===== src/rtl/mem_access.sv =====
// rtl/mem_access.sv - memory-access stage: one data-memory transaction per instruction
// Aligns store data, extracts and extends load data, stalls the pipeline until done.
module mem_access #(
  parameter int XLEN      = 64,
  parameter int BUS_BYTES = 8
) (
  input  logic                 clk,
  input  logic                 rst,
  input  logic                 me_mem_rena,
  input  logic                 me_mem_wena,
  input  logic                 me_mem_ext_un,
  input  logic [BUS_BYTES-1:0] me_mem_byte_enable,
  input  logic [XLEN-1:0]      me_alu_result,
  input  logic [XLEN-1:0]      me_new_rs2_data,
  input  logic                 me_exception_flag,
  output logic                 dmem_req_valid,
  input  logic                 dmem_req_ready,
  output logic                 dmem_req_wen,
  output logic [XLEN-1:0]      dmem_req_addr,
  output logic [XLEN-1:0]      dmem_req_wdata,
  output logic [BUS_BYTES-1:0] dmem_req_wstrb,
  input  logic                 dmem_resp_valid,
  input  logic [XLEN-1:0]      dmem_resp_rdata,
  output logic [XLEN-1:0]      me_load_data,
  output logic                 me_misalign,
  output logic                 stall_req
);

  localparam int OFFW  = $clog2(BUS_BYTES);
  localparam int SIZEW = OFFW + 1;

  typedef enum logic [1:0] {IDLE, REQ, WAIT, DONE} state_e;

  state_e                 state_q, state_d;
  logic [XLEN-1:0]        addr_q, addr_d;
  logic [XLEN-1:0]        wdata_q, wdata_d;
  logic [BUS_BYTES-1:0]   wstrb_q, wstrb_d;
  logic                   wen_q, wen_d;
  logic [SIZEW-1:0]       size_q, size_d;
  logic [OFFW-1:0]        off_q, off_d;
  logic                   ext_un_q, ext_un_d;
  logic [XLEN-1:0]        load_data_q, load_data_d;

  logic [SIZEW-1:0]       size;
  logic [OFFW-1:0]        addr_off;
  logic [OFFW-1:0]        size_mask;
  logic                   mem_op;
  logic                   access;
  logic [XLEN-1:0]        shifted;
  logic [XLEN-1:0]        load_ext;

  always_comb begin
    size = '0;
    for (int i = 0; i < BUS_BYTES; i++) begin
      size = size + SIZEW'(me_mem_byte_enable[i]);
    end
  end

  // Natural alignment: offset must be a multiple of the power-of-two access size.
  assign addr_off    = me_alu_result[OFFW-1:0];
  assign size_mask   = OFFW'(size - SIZEW'(1));
  assign mem_op      = (me_mem_rena | me_mem_wena) & ~me_exception_flag;
  assign me_misalign = mem_op & ((addr_off & size_mask) != '0);
  assign access      = mem_op & ~me_misalign;

  assign shifted = dmem_resp_rdata >> {off_q, 3'b000};

  always_comb begin
    load_ext = shifted;
    if (size_q == SIZEW'(1)) begin
      load_ext = {{(XLEN-8){~ext_un_q & shifted[7]}}, shifted[7:0]};
    end else if (size_q == SIZEW'(2)) begin
      load_ext = {{(XLEN-16){~ext_un_q & shifted[15]}}, shifted[15:0]};
    end else if (size_q == SIZEW'(4)) begin
      load_ext = {{(XLEN-32){~ext_un_q & shifted[31]}}, shifted[31:0]};
    end
  end

  always_comb begin
    state_d     = state_q;
    addr_d      = addr_q;
    wdata_d     = wdata_q;
    wstrb_d     = wstrb_q;
    wen_d       = wen_q;
    size_d      = size_q;
    off_d       = off_q;
    ext_un_d    = ext_un_q;
    load_data_d = load_data_q;
    case (state_q)
      IDLE: begin
        if (access) begin
          addr_d   = {me_alu_result[XLEN-1:OFFW], {OFFW{1'b0}}};
          wdata_d  = me_new_rs2_data << {addr_off, 3'b000};
          wstrb_d  = me_mem_byte_enable;
          wen_d    = me_mem_wena;
          size_d   = size;
          off_d    = addr_off;
          ext_un_d = me_mem_ext_un;
          state_d  = REQ;
        end
      end
      REQ: begin
        if (dmem_req_ready) state_d = WAIT;
      end
      WAIT: begin
        if (dmem_resp_valid) begin
          if (!wen_q) load_data_d = load_ext;
          state_d = DONE;
        end
      end
      // EX/ME still holds this instruction during DONE; never re-issue it.
      DONE: state_d = IDLE;
      default: state_d = IDLE;
    endcase
  end

  always_ff @(posedge clk) begin
    if (rst) begin
      state_q     <= IDLE;
      addr_q      <= '0;
      wdata_q     <= '0;
      wstrb_q     <= '0;
      wen_q       <= 1'b0;
      size_q      <= '0;
      off_q       <= '0;
      ext_un_q    <= 1'b0;
      load_data_q <= '0;
    end else begin
      state_q     <= state_d;
      addr_q      <= addr_d;
      wdata_q     <= wdata_d;
      wstrb_q     <= wstrb_d;
      wen_q       <= wen_d;
      size_q      <= size_d;
      off_q       <= off_d;
      ext_un_q    <= ext_un_d;
      load_data_q <= load_data_d;
    end
  end

  assign dmem_req_valid = (state_q == REQ);
  assign dmem_req_wen   = wen_q;
  assign dmem_req_addr  = addr_q;
  assign dmem_req_wdata = wdata_q;
  assign dmem_req_wstrb = wstrb_q;
  assign me_load_data   = load_data_q;
  assign stall_req      = ((state_q == IDLE) & access) | (state_q == REQ) | (state_q == WAIT);

endmodule


===== config.mk =====
export PLATFORM = sky130hd
export DESIGN_NAME = mem_access
export DESIGN_NICKNAME = d
export VERILOG_FILES = /design/src/rtl/mem_access.sv
export SDC_FILE = /design/constraint.sdc
export NUM_CORES = 1
export LEC_CHECK = 0
export BUFFER_PORTS_ARGS = -buffer_cell sky130_fd_sc_hd__buf_2
export CORE_AREA = 2 2 159 161
export CTS_BUF_LIST = sky130_fd_sc_hd__clkbuf_4 sky130_fd_sc_hd__clkbuf_8
export DETAILED_ROUTE_END_ITERATION = 6
export DIE_AREA = 0 0 161 163
export PLACE_DENSITY = 0.75
export RECOVER_POWER = 25
export SETUP_SLACK_MARGIN = 0.5
export SYNTH_ARGS = -nofsm -noshare
export SYNTH_HDL_FRONTEND = slang
export SYNTH_SLANG_ARGS = --single-unit

===== constraint.sdc =====
create_clock -name clk -period 6.3 [get_ports clk]
set_input_delay 0.945 -clock clk [delete_from_list [all_inputs] [get_ports clk]]
set_output_delay 0.945 -clock clk [all_outputs]
set_load 0.01 [all_outputs]

==> results.txt, run 1 <==
The run finished with clean final reports. The run gives 0 as the aggregate global routing overflow. The most used cell along the critical path is sky130_fd_sc_hd__fa_1. After synthesis, the mean cell area works out to 8.56 sq um. In this run the count of I/O pins placed on the die edge is 412. Dividing the detail-routed via count by the number of cells gives 5.62.

Once placement completed, the tool counted placed cells totaling 1,932. The post-synthesis instance area came out at 11,100 sq um. The first global-routing pass estimated 59.5 mm of wire.

Counting flops with a built-in enable in the synthesized netlist gives 0. The number of clock buffers added by TritonCTS is 37. Routability-driven placement finished with a final weighted congestion of 0.943.

The critical path's slowest cell was sky130_fd_sc_hd__fa_1. In this run the clock root is driven by a sky130_fd_sc_hd__clkbuf_8. Power spread over the standard cell area amounts to 340 nW/um^2. The type of the tightest min-delay check was flip-flop to flip-flop.

On the worst path, the slowest cell contributes a delay of 0.57 ns. In the synthesized netlist the async set-or-reset flop fraction comes to 0%. The max-slew violation count is 0. The number of placement rows came out at 58. The maximum net fanout on the critical path was 3; the die extent in y was 163 microns. Relative to the synthesized area, the layout overhead comes to 24.7%. The flip-flop and latch count after synthesis is 208, and the number of different library cells in the post-synthesis netlist is 55.

In this run, post-CTS hold repair placed 0 buffers. The placeable core area is 24,700 sq um. The number of vias in the routed layout is 11.3k, and the detailed placement HPWL is 28.7 mm. The tools report the worst ir drop on vdd as 0.195 mV. Between clock sinks in the finished design, the worst skew comes to 0.0166 ns.

The tools report the number of warnings reported in the yosys synthesis log as 0. Transition at the pin with the smallest max-transition slack: 1.21 ns. The post-route DRC violation count was 0.

The clock period could shrink to 5.54 ns. The tools report the worst relative slew slack as 18.6%. Across every metal layer, demand over resource in global routing totals 28.6%. Data on the critical path is required at its endpoint by 5.35 ns. For the worst setup path, the data arrival time is 4.59 ns. The number of fill cells in the layout is 2,345.

The critical path is of the primary input to primary output type. The cell count after synthesis came out at 1,300. The longest clock path from root to sink contains 3 buffers. After the first detailed-routing iteration, the DRC count stood at 950. The final total power is 4.73 mW, and the achievable clock frequency is 181 MHz.

The clock latency reported for the late side of the worst-skew pair was 0.53 ns. Critical path endpoint category: a primary output. Setup repair after global routing left no endpoint under its margin.

The total wire length after detailed routing is 39.3 mm. The most instantiated flip-flop cell in the synthesis netlist is sky130_fd_sc_hd__dfxtp_1. The clock input transition at the sequential cells of the worst setup and hold paths is 0.06 ns, and the ratio of final minimum period to clock period is 87.9%. Once the floorplan was initialized, standard cells occupied 45.1% of the core. STA classifies the critical path startpoint as a primary input.

TritonCTS built the clock tree. Counting every sink on the clock net gives 208. In the final routed layout, each cell accounts on average for 19.7 microns.

The signal on the critical path passes through buf_2, inv_1, fa_1, fa_1, fa_1, inv_1, ha_1, inv_1, fa_1, ha_1, xor3_1, nand2b_4, and2b_4, or3_1, buf_2. The run gives 0 as the hold violation total from the final report. Once detail routing completed, the nets flagged for antenna violations numbered 0. The fraction of final layout cells with drive strength greater than 1 was 30.0%; the pin count of the biggest net entering global routing was 129.

The share of synthesized area occupied by flip-flops and latches was 37.4%; the initial antenna violation count was 2. For the number of maximum-capacitance violations, the log shows 0. The sum of negative setup slack was 0 ns; the final cell count without fillers was 2,001. The die covers 26,200 sq um. The analysis attributes to cell leakage a power of 5.60 nW. The number of H-tree levels is 2. The final net count was 1,861; the number of global-route vias before repair was 10.7k.

Measured along the x axis, the die boundary spans 161 microns. Setup violations remaining at the end of the flow were counted as 0. The count of buffers added on input and output ports is 408. The count of TritonRoute iterations in the first routing pass came out at 6.
[placed cells by master, fill, tap and decap left out, drive strengths merged, types with 2 or more instances in the layout]
cell     Yosys  final
nor3        16     16
conb         1      3
dfxtp      208    208
o211ai      22     22
nor2       121    121
a221o       16     16
mux4        40     40
ha           7      7
nand3       25     25
nand2      252    252
a2bb2oi      8      8
clkbuf      68    158
nor2b       22     22
inv         20     22
o21ai       48     48
mux2i       58     58
or2          4      4
a311oi       9      9
nand2b       9      9
nand3b      11     11
a211oi      65     65
diode        0      3
a22o         9      9
and2         2      2
and3        23     23
a21oi      121    121
o21a         7      7
or3          2      2
clkinv       1      6
mux2        25     25
fa           4      4
buf         54    321
o32ai        7      7
[cell type report]
cell class                      instances  area (sq um)  area share, %
Inverter                               21          78.8          0.568
Sequential cell                       208          4170           30.0
Clock inverter                          9          82.6          0.595
Timing Repair Buffer                  423          2060           14.8
Multi-Input combinational cell        951          6360           45.8
Clock buffer                           56           714           5.15
Antenna cell                            3          7.51         0.0541
Tap cell                              330           413           2.97
[final timing paths]
check / to / slack [ns] / cells past startpoint / start
worst min register to register: dmem_req_wdata[24] / 0.45 / 2 / dmem_req_wdata[24]
worst max register to register: me_load_data[25] / 3.05 / 6 / off_q[2]
worst max-delay path: stall_req / 0.76 / 15 / me_mem_byte_enable[0]
worst min-delay path: dmem_req_wdata[24] / 0.45 / 2 / dmem_req_wdata[24]
[where the power goes]
part / switching [mW] / total [mW] / internal [mW]
registers: 0.118 / 1.63 / 1.51
clock network: 0.582 / 1.35 / 0.771
logic: 1.09 / 1.74 / 0.657
total: 1.79 / 4.73 / 2.94
[flip-flops by register name, indices dropped and copies added (netlist names)]
name,count
size_q,4
ext_un_q,1
me_load_data,64
state_q,2
dmem_req_wstrb,8
dmem_req_wen,1
off_q,3
dmem_req_addr,61
dmem_req_wdata,64
[routing by layer]
metal | GRT usage [%] | part of all wire (%) | up-vias
met5 | 0 | 0 | -
met4 | 14.0 | 4.5 | 0
met3 | 7.10 | 9.5 | 101
met2 | 48.5 | 48 | 619
met1 | 34.1 | 37 | 5261
li1 | - | - | 5272
[worst max-delay path, delay by kind of cell]
family,cells,cell delay [ns]
fa+ha+maj,6,2.28
simple gates,3,0.68
buf+inv,5,0.42
xor+xnor,1,0.26
[repair_timing]
| item | CTS | global route |
|---|---|---|
| buffers inserted | 0 | 1 |
| setup endpoints to repair | 0 | 1 |
| gates resized for setup | 0 | 2 |
| endpoints found under the hold margin | 0 | 0 |
[metrics by stage]
stage / setup WS (ns) / hold slack (ns) / instance area, sq um / utilization, %
6_report: 0.761 / 0.452 / 13900 / 56.3
5_1_grt: 0.570 / 0.467 / 13900 / 56.2
4_1_cts: 0.675 / 0.450 / 14000 / 56.7
3_5_place_dp: 0.678 / 0.443 / 13200 / 53.4
3_3_place_gp: 0.726 / 0.437 / 13200 / 53.4
2_1_floorplan: 0.759 / 0.445 / 11100 / -
[cell usage after synthesis (8+ instances only)]
cell type	instances	area, sq um
sky130_fd_sc_hd__nor3_1	14	70.1
sky130_fd_sc_hd__a311oi_1	9	78.8
sky130_fd_sc_hd__nor2b_1	22	138
sky130_fd_sc_hd__dfxtp_1	208	4160
sky130_fd_sc_hd__a211oi_2	30	375
sky130_fd_sc_hd__mux2i_1	58	581
sky130_fd_sc_hd__nand3_1	25	125
sky130_fd_sc_hd__mux4_2	40	901
sky130_fd_sc_hd__nand3b_1	11	82.6
sky130_fd_sc_hd__and3_1	23	144
sky130_fd_sc_hd__a22o_1	9	78.8
sky130_fd_sc_hd__nand2b_1	9	56.3
sky130_fd_sc_hd__a21oi_1	121	606
sky130_fd_sc_hd__a221o_1	16	160
sky130_fd_sc_hd__nand2_1	252	946
sky130_fd_sc_hd__mux2_2	25	282
sky130_fd_sc_hd__o211ai_1	22	165
sky130_fd_sc_hd__a2bb2oi_1	8	70.1
sky130_fd_sc_hd__inv_1	19	71.3
sky130_fd_sc_hd__a211oi_1	35	263
sky130_fd_sc_hd__nor2_1	120	450
sky130_fd_sc_hd__clkbuf_1	67	251
sky130_fd_sc_hd__o21ai_0	48	240
sky130_fd_sc_hd__buf_2	37	185
[cells by family after synthesis]
| logic type | Yosys count | synth area share [%] |
|---|---|---|
| simple gates | 491 | 19.0 |
| compound gates | 321 | 20.1 |
| flops | 208 | 37.4 |
| buf+inv | 143 | 5.82 |
| mux | 123 | 15.8 |
| fa+ha+maj | 11 | 1.51 |
| xor+xnor | 2 | 0.292 |
| other cells | 1 | 0.0337 |
Note: power is estimated with default switching activity, not from simulation.
==> run 2: changes to the inputs <==
--- a/config.mk
+++ b/config.mk
@@ -5,12 +5,13 @@
 export SDC_FILE = /design/constraint.sdc
 export NUM_CORES = 1
 export LEC_CHECK = 0
+export ABC_AREA = 1
 export BUFFER_PORTS_ARGS = -buffer_cell sky130_fd_sc_hd__buf_2
 export CORE_AREA = 2 2 159 161
 export CTS_BUF_LIST = sky130_fd_sc_hd__clkbuf_4 sky130_fd_sc_hd__clkbuf_8
 export DETAILED_ROUTE_END_ITERATION = 6
 export DIE_AREA = 0 0 161 163
-export PLACE_DENSITY = 0.75
+export PLACE_DENSITY = 0.78
 export RECOVER_POWER = 25
 export SETUP_SLACK_MARGIN = 0.5
 export SYNTH_ARGS = -nofsm -noshare
==> results.txt, run 2 <==
Summing all multi-input logic gate instances after layout gives 6640 sq um. The die width works out to 161 microns. For this run, the register share of the synthesized area comes to 35.0%.

The run gives 0.0171 ns as the setup skew after layout. The run finished, with violations left. Data arrives at the worst endpoint at 4.58 ns.

STA puts the critical path data required time at 5.35 ns. In this run the remaining antenna-violating nets after routing total 0. In this run the tightest slew margin relative to its limit is 27.3%. The logs give 58 for the number of placement rows and 2,391 for the final net count. Clock latency on the worst-skew pair, taken at its later pin, is 0.53 ns. The Yosys step of the flow raised 0 warnings. The average instance in the mapped netlist occupies 6.41 sq um.

The run gives 13,700 sq um as the cell area reported after detailed placement. The wire-length estimate of the detail-placed layout is 30.2 mm. Across the VDD grid, the largest voltage drop is 0.216 mV. The clock tree root driver cell was sky130_fd_sc_hd__clkbuf_8.

The number of enable flip-flop cells after synthesis was 0; the depth of the most critical reg-to-reg path was 8. Critical path endpoint category: a primary output. Deepest clock path buffer count: 3.

The slowest stage of the critical path belongs to the cell sky130_fd_sc_hd__fa_1. The wire length per cell after detailed routing was 16.8 microns. After synthesis, the most frequently instantiated cells are 765 x sky130_fd_sc_hd__nand2_1, 208 x sky130_fd_sc_hd__dfxtp_1, 152 x sky130_fd_sc_hd__a21oi_1. Once the floorplan was initialized, standard cells occupied 48.3% of the core. The critical path runs through a total of 14 cells.

For the number of setup buffers added after CTS, the log shows 0. On the worst path, the slowest cell contributes a delay of 0.58 ns. Counting every instance in the synthesized netlist gives 1,860. The library cell with the largest summed area after synthesis is sky130_fd_sc_hd__dfxtp_1.

The max-slew violation count was 0; the transition at the pin with the smallest max-transition slack was 1.09 ns. The worst hold path passes through 2 cells. Maximum net fanout on the critical path: 3. The number of vias per cell after detailed routing works out to 5.39. The final reports fail on design-rule violations. The synthesized design devotes to its leading area cell type 35.0% of total area. Routability congestion estimate from global placement: 0.956. The number of CTS-inserted buffers was 37. The die is 163 microns tall. The tools report the type of element launching the critical path as a primary input. TritonCTS built the clock tree. Setup repair after global routing left no endpoint under its margin.

The post-layout instance area was 14,500 sq um; the number of I/O pins was 412. During placement, the flow inserted port buffers numbering 408. Number of fill cells in the layout: 2,505.

The run gives 31.1% as the all-layer global routing usage. Among all cell types in the netlist, the one instantiated most often is sky130_fd_sc_hd__nand2_1. Walking the worst path, the cells encountered are buf_2, inv_1, fa_1, fa_1, fa_1, inv_1, ha_1, inv_1, fa_1, ha_1, o22ai_1, inv_1, a21boi_0, buf_2. Fraction of final layout cells with drive strength greater than 1: 21.2%.

The placeable core area was 24,700 sq um; the post-synthesis async set-or-reset flop share was 0%. In this design, the largest share of critical-path delay is due to adder cells. In this run, the number of DRC markers left after iteration 0 of detailed routing was 1,168.

The critical path in this run is classified as primary input to primary output. The aggregate global routing overflow was 0; the hold buffer count at CTS was 0. The time the final worst path needs with I/O delays and setup was 5.52 ns. The number of instances resized during post-cts repair was 0.

Entering global routing, the biggest net connects 80 pins. By area the synthesized netlist is led by sky130_fd_sc_hd__dfxtp_1 35%, sky130_fd_sc_hd__nand2_1 24%, sky130_fd_sc_hd__a21oi_1 6.4%. The tools report the number of global-route vias before repair as 12.8k. Static power due to leakage: 6.97 nW.

From synthesis to final layout, the design area changed by 21.3%. The achievable clock frequency came out at 181 MHz. Type of the tightest min-delay check: flip-flop to flip-flop. Among all flip-flop cells after synthesis, the most frequent one is sky130_fd_sc_hd__dfxtp_1. The cell area power density was 354 nW/um^2; the cell total after placement was 2,463. The number of vias in the routed layout came out at 13.6k. Setup violations remaining at the end of the flow were counted as 0. The floorplan step defined a die boundary enclosing 26,200 sq um.

The flip-flop and latch count after synthesis came out at 208. For this design, the sink count on the clock tree is 208. The hold violation total from the final report is 0. For the storage element area, the log shows 4160 sq um. Initial antenna violation count: 3. The clock input transition at the sequential cells of the worst setup and hold paths was 0.06 ns; the post-synthesis instance area was 11,900 sq um. The clock tree synthesis step divided the H-tree into 2 levels.

The count of buffer and inverter cells on the critical path is 6. The final cell count without fillers is 2,532, and the post-route DRC violation count is 1. The ratio of final minimum period to clock period was 87.6%; the number of different library cells in the post-synthesis netlist was 32. Summed over all layers, the routed wires come to 42.5 mm. The number of maximum-capacitance violations was 0; the sum of negative setup slack was 0 ns. The first global-routing pass estimated 66.0 mm of wire. Leaving out fill and tap cells, the most frequent cell in the layout is sky130_fd_sc_hd__nand2_1.

The top cell types in the final layout, fill and taps aside, are 765 x sky130_fd_sc_hd__nand2_1, 305 x sky130_fd_sc_hd__buf_2, 208 x sky130_fd_sc_hd__dfxtp_1. The count of TritonRoute iterations in the first routing pass is 7.
[run 2: changes by cell type in the layout (fill, tap and decap cells not counted), moves of 36 or more]
cell	change
sky130_fd_sc_hd__mux4_2	-40
sky130_fd_sc_hd__nand3_1	+80
sky130_fd_sc_hd__o21ai_1	+43
sky130_fd_sc_hd__o21ai_0	+47
sky130_fd_sc_hd__o211ai_1	+36
sky130_fd_sc_hd__nand2_1	+513
sky130_fd_sc_hd__a21oi_2	+40
sky130_fd_sc_hd__inv_1	+51
sky130_fd_sc_hd__mux2i_1	-45
[run 2: kinds of logic after synthesis]
family / share of synthesized area (%)
xor gates and xnor gates: 0.147
other: 0.0315
AOI/OAI and AO/OA: 20.4
and+or+nand+nor: 32.3
adders and majority gates: 1.41
DFF: 35.0
muxes: 1.09
buffers and inverters: 9.61
[run 2: stage by stage]
step	setup slack, ns	hold slack [ns]	utilization, %	power (mW)
finish	0.779	0.463	58.6	5.11
global route	0.729	0.475	58.5	5.46
CTS	0.800	0.462	59.1	5.14
detailed placement	0.815	0.452	55.6	3.71
global placement	0.874	0.449	55.6	3.68
floorplan	1.25	0.456	-	3.14
[run 2: where the power goes]
part | switching, mW | total (mW) | internal (mW)
Clock | 0.597 | 1.42 | 0.821
Combinational | 1.42 | 2.09 | 0.665
Sequential | 0.104 | 1.60 | 1.50
Total | 2.13 | 5.11 | 2.98
[run 2: final timing paths]
path / to / slack [ns] / startpoint
worst max-delay path: me_misalign / 0.78 / me_mem_byte_enable[0]
worst min-delay path: dmem_req_wdata[22] / 0.46 / dmem_req_wdata[22]
worst max register to register: me_load_data[18] / 2.80 / off_q[1]
worst min register to register: dmem_req_wdata[22] / 0.46 / dmem_req_wdata[22]
[run 2: final cells by class]
type | instances | area share (%)
multi-input combinational | 1417 | 45.9
antenna | 3 | 0.0520
tap | 330 | 2.86
timing repair buffer | 429 | 14.4
inverter | 79 | 2.07
sequential | 208 | 28.8
clock inverter | 8 | 0.537
clock buffer | 58 | 5.31
[run 2: worst register-to-register path, cell delays in order, from the launching register on]
cell                      delay [ns]
sky130_fd_sc_hd__dfxtp_1        0.29
sky130_fd_sc_hd__buf_4          0.26
sky130_fd_sc_hd__inv_2          0.86
sky130_fd_sc_hd__nand3_1        0.17
sky130_fd_sc_hd__o21ai_1        0.20
sky130_fd_sc_hd__o21ai_2        0.11
sky130_fd_sc_hd__a21oi_4        0.79
sky130_fd_sc_hd__buf_4          0.57
sky130_fd_sc_hd__a21oi_2        0.12
[run 2: metal layers]
layer	share of wire (%)	GRT usage, %	up-vias
met5	0.031	0	-
met4	4.6	15.5	2
met3	8.6	8.20	126
met2	48	52.5	586
met1	39	36.5	6283
li1	-	-	6652
==> run 3: changes to the inputs <==
--- a/config.mk
+++ b/config.mk
@@ -11,6 +11,7 @@
 export CTS_BUF_LIST = sky130_fd_sc_hd__clkbuf_4 sky130_fd_sc_hd__clkbuf_8
 export DETAILED_ROUTE_END_ITERATION = 6
 export DIE_AREA = 0 0 161 163
+export HOLD_SLACK_MARGIN = 0.06
 export PLACE_DENSITY = 0.78
 export RECOVER_POWER = 25
 export SETUP_SLACK_MARGIN = 0.5
==> constraint.sdc (replaced) <==
create_clock -name clk -period 6.3 [get_ports clk]
set_input_delay 0.63 -clock clk [delete_from_list [all_inputs] [get_ports clk]]
set_output_delay 0.63 -clock clk [all_outputs]
set_load 0.01 [all_outputs]
==> results.txt, run 3 (synthesis results as in run 2) <==
The transition at the pin with the smallest max-transition slack was 1.03 ns. In this run the remaining antenna-violating nets after routing total 0. Setup repair after global routing left no endpoint under its margin.

Walking the worst path, the cells encountered are buf_2, inv_1, fa_1, fa_1, fa_1, inv_1, ha_1, inv_1, fa_1, ha_1, o22ai_1, inv_1, nand4_4, buf_12, nand2_1, buf_2. The critical path's slowest cell was sky130_fd_sc_hd__fa_1. TritonCTS created 36 clock buffers.

The initial utilization of the core area, before any placement, comes to 48.3%. Of the cells placed in the final design, the portion with a size suffix greater than 1 is 20.9%. The die extent in y is 163 microns. The capture instance of the worst register-to-register path was me_load_data[33]. Once detailed placement completed, the half-perimeter wirelength came to 29.0 mm. The clock input transition at the sequential cells of the worst setup and hold paths was 0.06 ns. Wire length of the first global-routing pass: 63.5 mm. For the pin count of the biggest net entering global routing, the log shows 147. The number of maximum-capacitance violations is 0.

Number of buffers added on ports: 408. Compared with the post-synthesis result, the final layout area differs by 20.1%. The number of cells traversed by the worst hold path came out at 3.

The logs give 3 for the deepest clock path buffer count and 13,700 sq um for the cell area reported after detailed placement. Time the final worst path needs with I/O delays and setup: 5.09 ns. TritonCTS built the clock tree. The tree is rooted in a sky130_fd_sc_hd__clkbuf_8. After detailed routing, the average wire length per cell comes to 16.4 microns. The final layout contains 2,386 nets. In this run the tightest slew margin relative to its limit is 31.3%.

VDD sags by at most 0.221 mV. For the global-route met2 utilization, the log shows 51.6%. For the number of global-route vias before repair, the log shows 12.6k. Initial antenna violation count: 2. For flop-to-flop paths, the worst setup slack is 3.16 ns. For this design the static power due to leakage is 6.90 nW. Setup violations remaining at the end of the flow were counted as 0. Leading cell type in the layout, fill and taps excluded: sky130_fd_sc_hd__nand2_1. The die width was 161 microns; the achievable clock frequency was 196 MHz. Worst reg2reg path startpoint: off_q[1]. The max-slew violation count was 0; the global-route met3 utilization was 7.21%. The worst endpoint required time was 5.67 ns. The critical path is of the primary input to primary output type.

The number of setup buffers added after CTS is 0. Dividing the detail-routed via count by the number of cells gives 5.36. The floorplan has 58 rows. The H-tree was split into 2 levels. The run gives 4.94 mW as the final total power.

The run gives 0 as the hold buffer count at CTS. Critical path endpoint category: a primary output. The sum of negative setup slack came out at 0 ns.

The placeable core area is 24,700 sq um. The setup skew after layout came out at 0.0108 ns. The tools report the clock sink count as 208.

The run gives 0 as the post-route DRC violation count. The all-layer global routing usage is 29.9%. The worst setup path is launched from a primary input. First element of the critical path: me_mem_byte_enable[0]. The ratio of final minimum period to clock period was 80.8%; the number of I/O pins was 412. For the met1 global-route usage, the log shows 35.2%. The hold violation total from the final report is 0, and the routability congestion estimate from global placement is 0.943. The run finished with clean final reports. Power spread over the standard cell area amounts to 345 nW/um^2. The tightest min-delay check is of the primary input to flip-flop type. The tools report the total wire length after detailed routing as 41.4 mm. Leaving out fill and tap cells, the most frequent cells in the layout are 765 x sky130_fd_sc_hd__nand2_1, 305 x sky130_fd_sc_hd__buf_2, 208 x sky130_fd_sc_hd__dfxtp_1.

After routing the design area is 14,300 sq um. The tools report the count of TritonRoute iterations in the first routing pass as 6. The worst register-to-register path has a depth of 8. In this run the worst setup path terminates at stall_req. The number of design-rule violations left by the first detailed-router iteration is 1,427, and the number of vias in the routed layout is 13.5k.

The run gives 0 as the aggregate global routing overflow. After clock tree synthesis, the repair step resized 0 gates. Most utilized layer in the global route result: met2. Data on the critical path arrives at its endpoint at 4.46 ns.

The die covers 26,200 sq um. Clock latency on the worst-skew pair, taken at its later pin, is 0.54 ns. Of all nets on the critical path, the largest fanout is 146. The delay of the slowest cell on the worst path works out to 0.57 ns.

The tools report the worst hold slack as 0.336 ns.
run 3: cell count changes in the layout (fill, tap and decap cells not counted), sizes merged:
cell	delta
buf	-4
clkinvlp	+1
clkinv	+1
clkbuf	-6
diode	+1
run 3: layout make-up:
type / instances / area, sq um
Timing Repair Buffer: 425 / 2060
Inverter: 79 / 299
Tap cell: 330 / 413
Antenna cell: 4 / 10.0
Clock inverter: 10 / 90.1
Multi-Input combinational cell: 1417 / 6640
Clock buffer: 52 / 641
Fill cell: 2516 / 10400
Sequential cell: 208 / 4160
run 3: where the power goes:
part / total [mW] / leakage [nW] / switching [mW] / internal (mW)
Clock: 1.27 / 0.387 / 0.573 / 0.701
Sequential: 1.61 / 1.69 / 0.107 / 1.50
Combinational: 2.06 / 4.83 / 1.40 / 0.661
run 3: worst min-delay path by stage:
stage	from	endpoint	slack, ns
2_1_floorplan	state_q[1]	state_q[1]	0.46
3_3_place_gp	dmem_req_wstrb[6]	dmem_req_wstrb[6]	0.45
3_5_place_dp	dmem_req_addr[18]	dmem_req_addr[18]	0.45
4_1_cts	me_alu_result[18]	dmem_req_addr[18]	0.30
5_1_grt	me_alu_result[43]	dmem_req_addr[43]	0.31
6_report	me_alu_result[18]	dmem_req_addr[18]	0.34
run 3: through the flow:
stage	util (%)	std cells	setup WS, ns
6_report	58.0	2525	1.21
5_1_grt	58.0	2521	1.01
4_1_cts	58.5	2521	1.18
3_5_place_dp	55.5	2459	1.18
3_3_place_gp	55.5	2459	1.25
2_1_floorplan	-	1862	1.88
run 3: routing by layer:
| layer | part of all wire, % | vias to the layer above | routed length [microns] |
|---|---|---|---|
| met4 | 4.2 | 0 | 1750 |
| met5 | 0 | - | 0 |
| met2 | 48 | 619 | 20000 |
| met3 | 8.8 | 107 | 3640 |
| met1 | 39 | 6172 | 16000 |
| li1 | - | 6633 | - |
run 3: critical path, delay by kind of cell:
| kind | cells | cell delay, ns |
|---|---|---|
| AOI/OAI and AO/OA | 1 | 0.11 |
| adders and majority gates | 6 | 2.38 |
| buffers and inverters | 7 | 1.05 |
| and+or+nand+nor | 2 | 0.25 |
